## config.mk

```make
export PLATFORM = sky130hd
export DESIGN_NAME = lb_write_scheduler
export DESIGN_NICKNAME = d
export VERILOG_FILES = /design/src/rtl/lb_write_scheduler.sv
export SDC_FILE = /design/constraint.sdc
export NUM_CORES = 1
export LEC_CHECK = 0
export ABC_AREA = 1
export BUFFER_PORTS_ARGS = -buffer_cell sky130_fd_sc_hd__buf_2
export CORE_ASPECT_RATIO = 1.5
export CORE_MARGIN = 3
export CORE_UTILIZATION = 45
export CTS_BUF_LIST = sky130_fd_sc_hd__clkbuf_2
export CTS_CLUSTER_SIZE = 14
export DETAILED_ROUTE_END_ITERATION = 10
export GPL_TIMING_DRIVEN = 0
export MAX_ROUTING_LAYER = met4
export PLACE_DENSITY = 0.79
export RECOVER_POWER = 25
export SETUP_SLACK_MARGIN = 0.02
export SYNTH_ARGS = -nofsm -noshare
export SYNTH_HDL_FRONTEND = slang
export SYNTH_SLANG_ARGS = --single-unit
```

## constraint.sdc

```tcl
create_clock -name clk -period 2.3 [get_ports clk]
set_input_delay 0.115 -clock clk [delete_from_list [all_inputs] [get_ports clk]]
set_output_delay 0.115 -clock clk [all_outputs]
set_load 0.01 [all_outputs]
```

## src/rtl/lb_write_scheduler.sv

```systemverilog
// Write-side scheduler for the stencil line-buffer ring: addresses, row occupancy, frame sequencing.
// Optional stall statistics are enabled by defining LB_SCHED_STATS_EN.
module lb_write_scheduler #(
  parameter int LINES     = 4,
  parameter int LINE_BITS = $clog2(LINES),
  parameter int WIDTH     = 1920,
  parameter int AW        = $clog2(WIDTH),
  parameter int HEIGHT    = 1080,
  parameter int HW        = $clog2(HEIGHT + 1),
  parameter int SH        = 3
) (
  input  logic                 clk,
  input  logic                 rst,
  input  logic                 frame_start,
  input  logic                 in_valid,
  output logic                 in_ready,
  output logic                 wr_en,
  output logic [LINE_BITS-1:0] wr_line,
  output logic [AW-1:0]        wr_col,
  input  logic                 rd_row_done,
  output logic                 rd_avail,
  output logic [LINE_BITS-1:0] rd_base_line,
  output logic [LINE_BITS:0]   occupancy,
  output logic                 frame_done,
  output logic                 underflow_err,
  output logic [31:0]          stall_cycles
);

  typedef enum logic [1:0] {
    S_IDLE,
    S_FILL,
    S_DRAIN,
    S_DONE
  } state_t;

  localparam logic [LINE_BITS:0]   LP_LINES     = (LINE_BITS+1)'(LINES);
  localparam logic [LINE_BITS:0]   LP_SH        = (LINE_BITS+1)'(SH);
  localparam logic [AW-1:0]        LP_COL_LAST  = AW'(WIDTH - 1);
  localparam logic [LINE_BITS-1:0] LP_LINE_LAST = LINE_BITS'(LINES - 1);
  localparam logic [HW-1:0]        LP_ROW_LAST  = HW'(HEIGHT - 1);

  state_t               r_state;
  state_t               w_state_nxt;
  logic [AW-1:0]        r_wr_col;
  logic [LINE_BITS-1:0] r_wr_line;
  logic [HW-1:0]        r_rows;
  logic [LINE_BITS:0]   r_occ;
  logic [LINE_BITS-1:0] r_base;
  logic                 r_rd_avail;
  logic                 r_underflow;

  logic w_fill;
  logic w_drain;
  logic w_ready;
  logic w_wr;
  logic w_row_end;
  logic w_ret;
  logic w_start;
  logic w_frame_done;

  assign w_fill    = (r_state == S_FILL);
  assign w_drain   = (r_state == S_DRAIN);
  assign w_ready   = w_fill && (r_occ < LP_LINES);
  assign w_wr      = in_valid && w_ready;
  assign w_row_end = w_wr && (r_wr_col == LP_COL_LAST);
  assign w_ret     = rd_row_done && (r_occ != '0);
  assign w_start   = (r_state == S_IDLE) && frame_start;

  always_ff @(posedge clk or posedge rst) begin
    if (rst) r_state <= S_IDLE;
    else     r_state <= w_state_nxt;
  end

  always_comb begin
    w_state_nxt  = r_state;
    w_frame_done = 1'b0;
    unique case (r_state)
      S_IDLE:  if (frame_start) w_state_nxt = S_FILL;
      S_FILL:  if (w_row_end && (r_rows == LP_ROW_LAST)) w_state_nxt = S_DRAIN;
      S_DRAIN: if (r_occ == '0) w_state_nxt = S_DONE;
      S_DONE: begin
        w_frame_done = 1'b1;
        w_state_nxt  = S_IDLE;
      end
      default: w_state_nxt = S_IDLE;
    endcase
  end

  always_ff @(posedge clk or posedge rst) begin
    if (rst) begin
      r_wr_col    <= '0;
      r_wr_line   <= '0;
      r_rows      <= '0;
      r_occ       <= '0;
      r_base      <= '0;
      r_rd_avail  <= 1'b0;
      r_underflow <= 1'b0;
    end else begin
      // Availability lags occupancy by one cycle by design.
      r_rd_avail <= (w_fill && (r_occ >= LP_SH)) || (w_drain && (r_occ != '0));
      if (w_start) begin
        r_wr_col    <= '0;
        r_wr_line   <= '0;
        r_rows      <= '0;
        r_occ       <= '0;
        r_base      <= '0;
        r_underflow <= 1'b0;
      end else begin
        if (w_wr)
          r_wr_col <= w_row_end ? '0 : r_wr_col + 1'b1;
        if (w_row_end) begin
          r_wr_line <= (r_wr_line == LP_LINE_LAST) ? '0 : r_wr_line + 1'b1;
          r_rows    <= r_rows + 1'b1;
        end
        if (w_row_end && !w_ret)
          r_occ <= r_occ + 1'b1;
        else if (!w_row_end && w_ret)
          r_occ <= r_occ - 1'b1;
        if (w_ret)
          r_base <= (r_base == LP_LINE_LAST) ? '0 : r_base + 1'b1;
        if (rd_row_done && (r_occ == '0))
          r_underflow <= 1'b1;
      end
    end
  end

`ifdef LB_SCHED_STATS_EN
  logic [31:0] r_stall;

  always_ff @(posedge clk or posedge rst) begin
    if (rst)
      r_stall <= '0;
    else if (w_start)
      r_stall <= '0;
    else if (w_fill && in_valid && !w_ready && (r_stall != '1))
      r_stall <= r_stall + 1'b1;
  end

  assign stall_cycles = r_stall;
`else
  assign stall_cycles = '0;
`endif

  assign in_ready      = w_ready;
  assign wr_en         = w_wr;
  assign wr_line       = r_wr_line;
  assign wr_col        = r_wr_col;
  assign rd_avail      = r_rd_avail;
  assign rd_base_line  = r_base;
  assign occupancy     = r_occ;
  assign frame_done    = w_frame_done;
  assign underflow_err = r_underflow;

endmodule

```

==> out/metrics.cfg, run 1 <==
[grt]
grtUsageTotal_pct=17.2
grt_max_degree=34
grt_pass1_vias=1875
overflow=0
antenna_found_initial=0
grt_pass1_wl_um=7890

[floorplanning]
die_w_um=63.1
die_y_um=91.7
coreArea_mm2=0.00462
rows=30
dieArea_mm2=0.00579
initial_core_util_pct=47.7
design.portCount=60

[synth]
synth.most_common_cell=nand2_1
ys_warn_count=0
async_reset_ff_share_pct=100
synth.top_cells.by_count=57 x nand2_1, 39 x inv_1, 33 x buf_4, 33 x dfrtp_1, 25 x nand3_1
synth_area_leaders=dfrtp_1 38%, buf_4 11%, nand2_1 9.7%, inv_1 6.6%, nand3_1 5.7%
yosysUniqueCellTypes=29
yosysSeqAreaShare_pct=37.5
yosys.area.top_type_share_pct=37.5
syn_inst=288
avgSynthCellArea_um2=7.65
synthesis.area_mm2=0.00220
synth_edf_count=0
ys_ff_latch=33
synthFlopType=dfrtp_1
yosys.area.top_type=dfrtp_1

[drt]
drt-total-wl_um=4730
routedWlPerCell_um=11.3
ant_nets=0
dr.pass1.iters=4
drt_iter0_markers=62
dr_total_vias=1992
vias_per_cell=4.75
drcViolationCount=0

[hold_path]
holdPathStages=4
hold_path.startpoint=rd_row_done
hold_path_class=in2reg

[place]
io_buffers=27
dp_hpwl_um=3630
gp_congestion=0.931

[timing]
finalCritPeriodShare_pct=90.3
final-hold-violation-count=0
tns_ns=0
whs_ns=0.0969
tightest_slew_ns=0.967
max_freq_mhz=482
rsz0062_at_grt=no
post-route-min-period_ns=2.08
relSlewSlack_pct=35.5
maxSlewViolCount=0
clock_skew_ns=0.0268
setup_violations=0

[clock_network]
cts_buffer_depth=2
clk_latency_ns=0.38
clkTransAtPathRegs_ns=0.15
cts_root_buffer=clkbuf_2
cts_tree=yes
htreeDepth=2
numCtsBuffers=5
clock-sinks=33

[setup_path]
critPathArrivalTime_ns=2.36
crit_path_start_kind=register
r2r_cells=12
worstSetupPathType=reg2reg
crit_path_max_fanout=5
r2r-start=r_state[1]
cp-startpoint=r_state[1]
worstPathRequired_ns=2.59
worst_setup_path_end_kind=register

[finish]
seq_area_um2=826
fillers=440
area_growth_pct=18.2
drive_above_1_share_pct=23.9
antenna_cells=0
multiInputGateArea_mm2=0.00109
final_net_count=370

[power]
leakage_nw=1.44
ir_drop_mv=0.468
power.density_mw_per_mm2=757
finalPower_w=0.00197

[run]
cap_violations=0

[outcome]
status=finished clean

[final timing paths]
check                                endpoint  slack [ns]
min in group asynchronous        occupancy[2]        0.23
worst min-delay path            underflow_err         0.1
worst max-delay path             occupancy[1]        0.22
max in group asynchronous           wr_col[1]        0.84
worst max register to register   occupancy[1]        0.22
worst min register to register  underflow_err        0.51
[metal layers]
layer	vias up	share of wire [%]	GRT usage, %	wire length, µm
li1	999	-	-	-
met1	914	39	17.1	1850
met2	68	54	32.5	2570
met3	11	4.6	2.57	220
met4	0	1.8	7.55	87
met5	-	0	-	0
[area by class of cell]
class | count | area share [%]
well taps | 64 | 3.08
plain buffers | 36 | 10.3
repair buffers | 29 | 5.72
clock buffers | 6 | 1.15
inverters | 41 | 5.91
clock inverters | 1 | 0.144
multi-input cells | 209 | 42.0
flip-flops and latches | 33 | 31.7
[power breakdown]
part           internal [W]  switching, W  leakage (nW)
Combinational      0.000360      0.000544         0.972
Clock             0.0000709      0.000198        0.0265
Sequential         0.000686      0.000112         0.445
Total               0.00112      0.000854          1.44
[stage by stage]
stage | worst slack, ns | utilization (%) | instances | cell area (µm²)
2_1_floorplan | 0.281 | - | 319 | 2320
3_3_place_gp | 0.111 | 54.9 | 410 | 2530
3_5_place_dp | 0.0617 | 54.9 | 410 | 2530
4_1_cts | 0.0481 | 55.6 | 417 | 2570
5_1_grt | 0.0533 | 56.4 | 419 | 2600
6_report | 0.224 | 56.4 | 419 | 2600
[cells by family after synthesis]
group / after synthesis / synth area share (%)
AND/OR/NAND/NOR: 129 / 27.3
buffers and inverters: 77 / 19.1
AO/OA/AOI/OAI: 35 / 8.64
flip-flops: 33 / 37.5
adder cells (fa/ha/maj): 10 / 6.02
XOR/XNOR: 3 / 1.19
other: 1 / 0.170
[state kept, by name, indices dropped and copies added, names as in the netlist]
| register | flops |
|---|---|
| occupancy | 3 |
| rd_avail | 1 |
| r_rows | 11 |
| wr_col | 11 |
| r_state | 2 |
| wr_line | 2 |
| rd_base_line | 2 |
| underflow_err | 1 |
[placed cells by master, fill, tap and decap left out, types with 3 or more instances in the layout]
| cell | instances |
|---|---|
| dfrtp_1 | 33 |
| buf_2 | 28 |
| nor3_1 | 9 |
| conb_1 | 32 |
| ha_1 | 8 |
| nand2_1 | 56 |
| nor2_4 | 3 |
| o21ai_0 | 18 |
| buf_4 | 33 |
| nor2_1 | 17 |
| inv_1 | 37 |
| a21oi_1 | 10 |
| nand2_2 | 4 |
| clkbuf_2 | 6 |
| nand4_1 | 10 |
| inv_2 | 3 |
| nand3_1 | 25 |
[worst max-delay path, cell delays in order (launching register included)]
cell,delay (ns)
dfrtp_1,0.45
inv_2,0.11
ha_4,0.16
nand3_2,0.11
inv_2,0.11
nand2_2,0.07
nor2_4,0.15
nand2_2,0.11
inv_1,0.08
fa_1,0.40
nor2_1,0.11
nand2_1,0.05
o21ai_0,0.08
[timing repair]
item                                    4_1_cts  5_1_grt
hold buffers                                  0        1
endpoints found under the setup margin        0        2
setup buffers                                 0        0
resized for setup                             0        5
hold endpoints to repair                      0       15
Power figures use the tool's default switching activity.
==> run 2: changes to the inputs <==
--- a/config.mk
+++ b/config.mk
@@ -5,7 +5,6 @@
 export SDC_FILE = /design/constraint.sdc
 export NUM_CORES = 1
 export LEC_CHECK = 0
-export ABC_AREA = 1
 export BUFFER_PORTS_ARGS = -buffer_cell sky130_fd_sc_hd__buf_2
 export CORE_ASPECT_RATIO = 1.5
 export CORE_MARGIN = 3
==> out/metrics.cfg, run 2 <==
[timing]
clock_skew_ns=0.0199
setup_violations=0
tightest_slew_ns=1.14
rsz0062_at_grt=yes
relSlewSlack_pct=23.9
maxSlewViolCount=0
max_freq_mhz=449
fin_ws_ns=0.0746
finalCritPeriodShare_pct=96.8
final-hold-violation-count=0
post-route-min-period_ns=2.23
tns_ns=0

[run]
cap_violations=0

[place]
dp_hpwl_um=3360
post-place-cells=356
gp_congestion=0.855
pre_cts_ws_ns=-0.149
io_buffers=27

[clock_network]
clk_latency_ns=0.37
clock-sinks=33
htreeDepth=2
numCtsBuffers=5
cts_tree=yes
clkTransAtPathRegs_ns=0.18
cts_root_buffer=clkbuf_2
cts_buffer_depth=2

[power]
ir_drop_mv=0.423
leakage_nw=1.39
finalPower_w=0.00172
power.density_mw_per_mm2=636

[synth]
synthesis.area_mm2=0.00215
synth_area_leaders=dfrtp_1 38%, buf_4 11%, ha_1 5.2%, a21oi_1 4.9%, nand2_1 4.5%
avgSynthCellArea_um2=9.20
yosys.area.top_type=dfrtp_1
ys_ff_latch=33
synth.top_cells.by_count=33 x dfrtp_1, 32 x buf_4, 26 x nand2_1
yosys.area.top_type_share_pct=38.4
synthFlopType=dfrtp_1
synth_edf_count=0
yosysUniqueCellTypes=44
synth.most_common_cell=dfrtp_1
yosysSeqAreaShare_pct=38.4
async_reset_ff_share_pct=100
syn_inst=234
ys_warn_count=0

[finish]
area_growth_pct=25.4
utilization_pct=58.9
layout.cells.non_filler=375
layout_common_cells=41 x buf_4, 32 x conb_1, 30 x dfrtp_1
drive_above_1_share_pct=30.2
final_net_count=325
final_common_cell=buf_4
antenna_cells=0

[grt]
grt_pass1_vias=1739
grt_pass1_wl_um=7680
overflow=0
grtUsageTotal_pct=16.9
grt_max_degree=34
antenna_found_initial=0

[drt]
routedWlPerCell_um=12.4
dr_total_vias=1874
drt_iter0_markers=93
dr.pass1.iters=4
ant_nets=0
drt-total-wl_um=4660
drcViolationCount=0
vias_per_cell=5.00

[floorplanning]
rows=30
die_w_um=62.5
die_y_um=90.7
initial_core_util_pct=47.0
dieArea_mm2=0.00567
design.portCount=60
coreArea_mm2=0.00458

[setup_path]
critPathArrivalTime_ns=2.54
crit_path_max_fanout=6
worst_setup_path_end_kind=register
worstPathRequired_ns=2.61
worstSetupPathType=reg2reg
crit_path_start_kind=register

[hold_path]
hold_path_class=in2reg

[outcome]
status=finished clean

==> run 2: worst max-delay path, cell delays in order, from the launching register on <==
cell      delay, ns
dfrtp_1        0.42
inv_2          0.08
ha_4           0.16
nand3b_4       0.12
or4_4          0.52
a21oi_4        0.14
fa_2           0.45
nand2b_4       0.15
mux2i_1        0.13
==> run 2: final timing paths <==
kind	end	depth (start not counted)	start	slack [ns]
worst max-delay path	occupancy[1]	8	r_state[1]	0.07
worst min-delay path	rd_base_line[1]	3	rd_row_done	0.04
worst max register to register	occupancy[1]	8	r_state[1]	0.07
worst min register to register	underflow_err	2	underflow_err	0.52
max in group asynchronous	r_state[0]	4	rst	0.64
min in group asynchronous	wr_col[10]	3	rst	0.21
==> run 2: report_power, final <==
group | switching [W] | internal [W]
Combinational | 0.000363 | 0.000289
Clock | 0.000202 | 0.000186
Sequential | 0.0000485 | 0.000628
==> run 2: timing repair <==
action,CTS,global route
endpoints found under the setup margin,17,16
pin swaps,1,3
buffers inserted,1,8
gates resized for setup,4,12
endpoints found under the hold margin,0,17
hold buffers,0,1
==> run 2: cells by family (layout without fill, tap and decap cells) <==
| logic type | Yosys count | in the layout | synth area share [%] |
|---|---|---|---|
| DFF | 33 | 33 | 38.4 |
| other | 1 | 32 | 0.174 |
| adders and majority gates | 11 | 11 | 6.63 |
| AOI/OAI and AO/OA | 42 | 42 | 12.3 |
| and+or+nand+nor | 83 | 83 | 21.2 |
| muxes | 6 | 6 | 2.79 |
| buffers and inverters | 47 | 93 | 14.1 |
| xor gates and xnor gates | 11 | 11 | 4.48 |
==> run 2: cell type report <==
cell class | instances | area [µm²]
plain buffers | 39 | 275
clock buffers | 6 | 30.0
clock inverters | 2 | 33.8
fillers | 402 | 1880
inverters | 8 | 30.0
multi-input cells | 185 | 1200
flip-flops and latches | 33 | 830
well taps | 64 | 80.1
repair buffers | 38 | 216
==> run 2: metrics by stage <==
stage | cell area (µm²) | hold slack [ns]
final | 2700 | 0.0386
after global placement | 2500 | 0.416
after global routing | 2700 | 0.0271
after CTS | 2580 | 0.0160
after detailed placement | 2500 | 0.430
after floorplan | 2280 | 0.244
==> run 2: layer usage <==
layer | GRT usage, % | share of wire, % | vias up
met2 | 29.7 | 55 | 66
met4 | 6.45 | 1.4 | 0
li1 | - | - | 910
met3 | 3.24 | 5.5 | 6
met1 | 18.7 | 38 | 892
met5 | - | 0 | -
==> run 3: changes to the inputs <==
--- a/config.mk
+++ b/config.mk
@@ -7,7 +7,7 @@
 export LEC_CHECK = 0
 export BUFFER_PORTS_ARGS = -buffer_cell sky130_fd_sc_hd__buf_2
 export CORE_ASPECT_RATIO = 1.5
-export CORE_MARGIN = 3
+export CORE_MARGIN = 4
 export CORE_UTILIZATION = 45
 export CTS_BUF_LIST = sky130_fd_sc_hd__clkbuf_2
 export CTS_CLUSTER_SIZE = 14
==> out/metrics.cfg, run 3 (same netlist as run 2, synthesis figures left out) <==
[timing]
finalCritPeriodShare_pct=97.3
post-route-min-period_ns=2.24
setup_violations=0
relSlewSlack_pct=40.7
maxSlewViolCount=0
max_freq_mhz=447
fin_ws_ns=0.0632
tightest_slew_ns=0.882
rsz0062_at_grt=yes
final-hold-violation-count=0
clock_skew_ns=0.00920

[drt]
drcViolationCount=0
drt_iter0_markers=90
vias_per_cell=4.92
ant_nets=0
routedWlPerCell_um=12.5
drt-total-wl_um=4630
dr.pass1.iters=4
dr_total_vias=1825

[grt]
grt_pass1_wl_um=7680
grt_max_degree=34
grt_pass1_vias=1698
grtUsageTotal_pct=16.7
overflow=0
antenna_found_initial=1

[floorplanning]
initial_core_util_pct=47.0
coreArea_mm2=0.00458
dieArea_mm2=0.00598
die_w_um=64.5
die_y_um=92.7
design.portCount=60
rows=30

[clock_network]
htreeDepth=2
clkTransAtPathRegs_ns=0.17
cts_tree=yes
cts_root_buffer=clkbuf_2
cts_buffer_depth=2
clock-sinks=33
clk_latency_ns=0.37
numCtsBuffers=5

[setup_path]
worst_setup_path_end_kind=register
worstPathRequired_ns=2.60
worstSetupPathType=reg2reg
crit_path_start_kind=register
critPathArrivalTime_ns=2.54
rrSetupSlack_ns=0.06
crit_path_max_fanout=7

[finish]
final_cell_area_mm2=0.00261
drive_above_1_share_pct=26.8
fillers=436
area_growth_pct=21.2
layout_common_cells=37 x buf_4, 32 x conb_1, 32 x dfrtp_1
seq_area_um2=827
utilization_pct=56.9
final_net_count=320
final_common_cell=buf_4
multiInputGateArea_mm2=0.00117

[power]
power.density_mw_per_mm2=597
leakage_nw=1.35
ir_drop_mv=0.437

[hold_path]
hold_path_class=in2reg

[place]
io_buffers=27
pre_cts_ws_ns=-0.166
placedInstanceArea_mm2=0.00250
gp_congestion=0.883
dp_hpwl_um=3390

[run]
cap_violations=0

[outcome]
status=finished clean

-- run 3: changes by cell type in the layout (fill, tap and decap cells not counted), moves of 2 or more --
| cell | previous run | this run |
|---|---|---|
| clkbuf_2 | 7 | 5 |
| buf_4 | 41 | 37 |
| dfrtp_2 | 3 | 1 |
| dfrtp_1 | 30 | 32 |
-- run 3: metrics by stage --
step	cells	TNS, ns	power, W	hold WS, ns
after CTS	366	0	0.00155	0.00595
final	371	0	0.00156	0.0247
after global placement	356	-1.09	0.00122	0.419
after floorplan	265	0	0.00110	0.244
after detailed placement	356	-1.74	0.00124	0.428
after global routing	371	-0.113	0.00167	0.00697
-- run 3: critical path, cell delays in order (launching register included) --
cell and delay [ns]:
dfrtp_1 0.41, ha_1 0.23, nand3_4 0.14, or4_4 0.55, a21oi_2 0.14, fa_1 0.41
nand2b_1 0.16, mux2i_1 0.16
-- run 3: report_power, final --
| part | internal [W] | leakage (nW) | switching [W] |
|---|---|---|---|
| clock network | 0.0000665 | 0.0278 | 0.000197 |
| registers | 0.000628 | 0.451 | 0.0000474 |
| logic | 0.000260 | 0.870 | 0.000357 |
-- run 3: repair_timing --
action,4_1_cts,5_1_grt
setup endpoints to repair,17,4
resized for setup,5,2
pin swaps,1,1
cloned,0,0
endpoints found under the hold margin,0,19
hold buffers,0,1
buffers inserted,3,2
-- run 3: routing by layer --
layer | up-vias | wire [µm] | GRT usage, %
li1 | 900 | - | -
met1 | 853 | 1830 | 18.5
met2 | 67 | 2410 | 28.9
met3 | 5 | 301 | 3.03
met4 | 0 | 87 | 7.41
met5 | - | 0 | -
-- run 3: layout make-up --
| cell class | instances | area share [%] |
|---|---|---|
| clock inverter | 3 | 0.480 |
| tap | 64 | 3.07 |
| antenna | 1 | 0.0960 |
| clock buffer | 5 | 0.960 |
| inverter | 8 | 1.15 |
| timing repair buffer | 34 | 7.15 |
| multi-input combinational | 185 | 44.9 |
| buffer | 38 | 10.5 |
| sequential | 33 | 31.7 |
-- run 3: path summary, 6_finish.rpt --
kind,from,to,cells after the start
max,wr_col[1],occupancy[1],7
min,rd_row_done,rd_base_line[1],3
max reg2reg,wr_col[1],occupancy[1],7
min reg2reg,underflow_err,underflow_err,2
max in group asynchronous,rst,r_state[0],4
min in group asynchronous,rst,rd_base_line[0],3
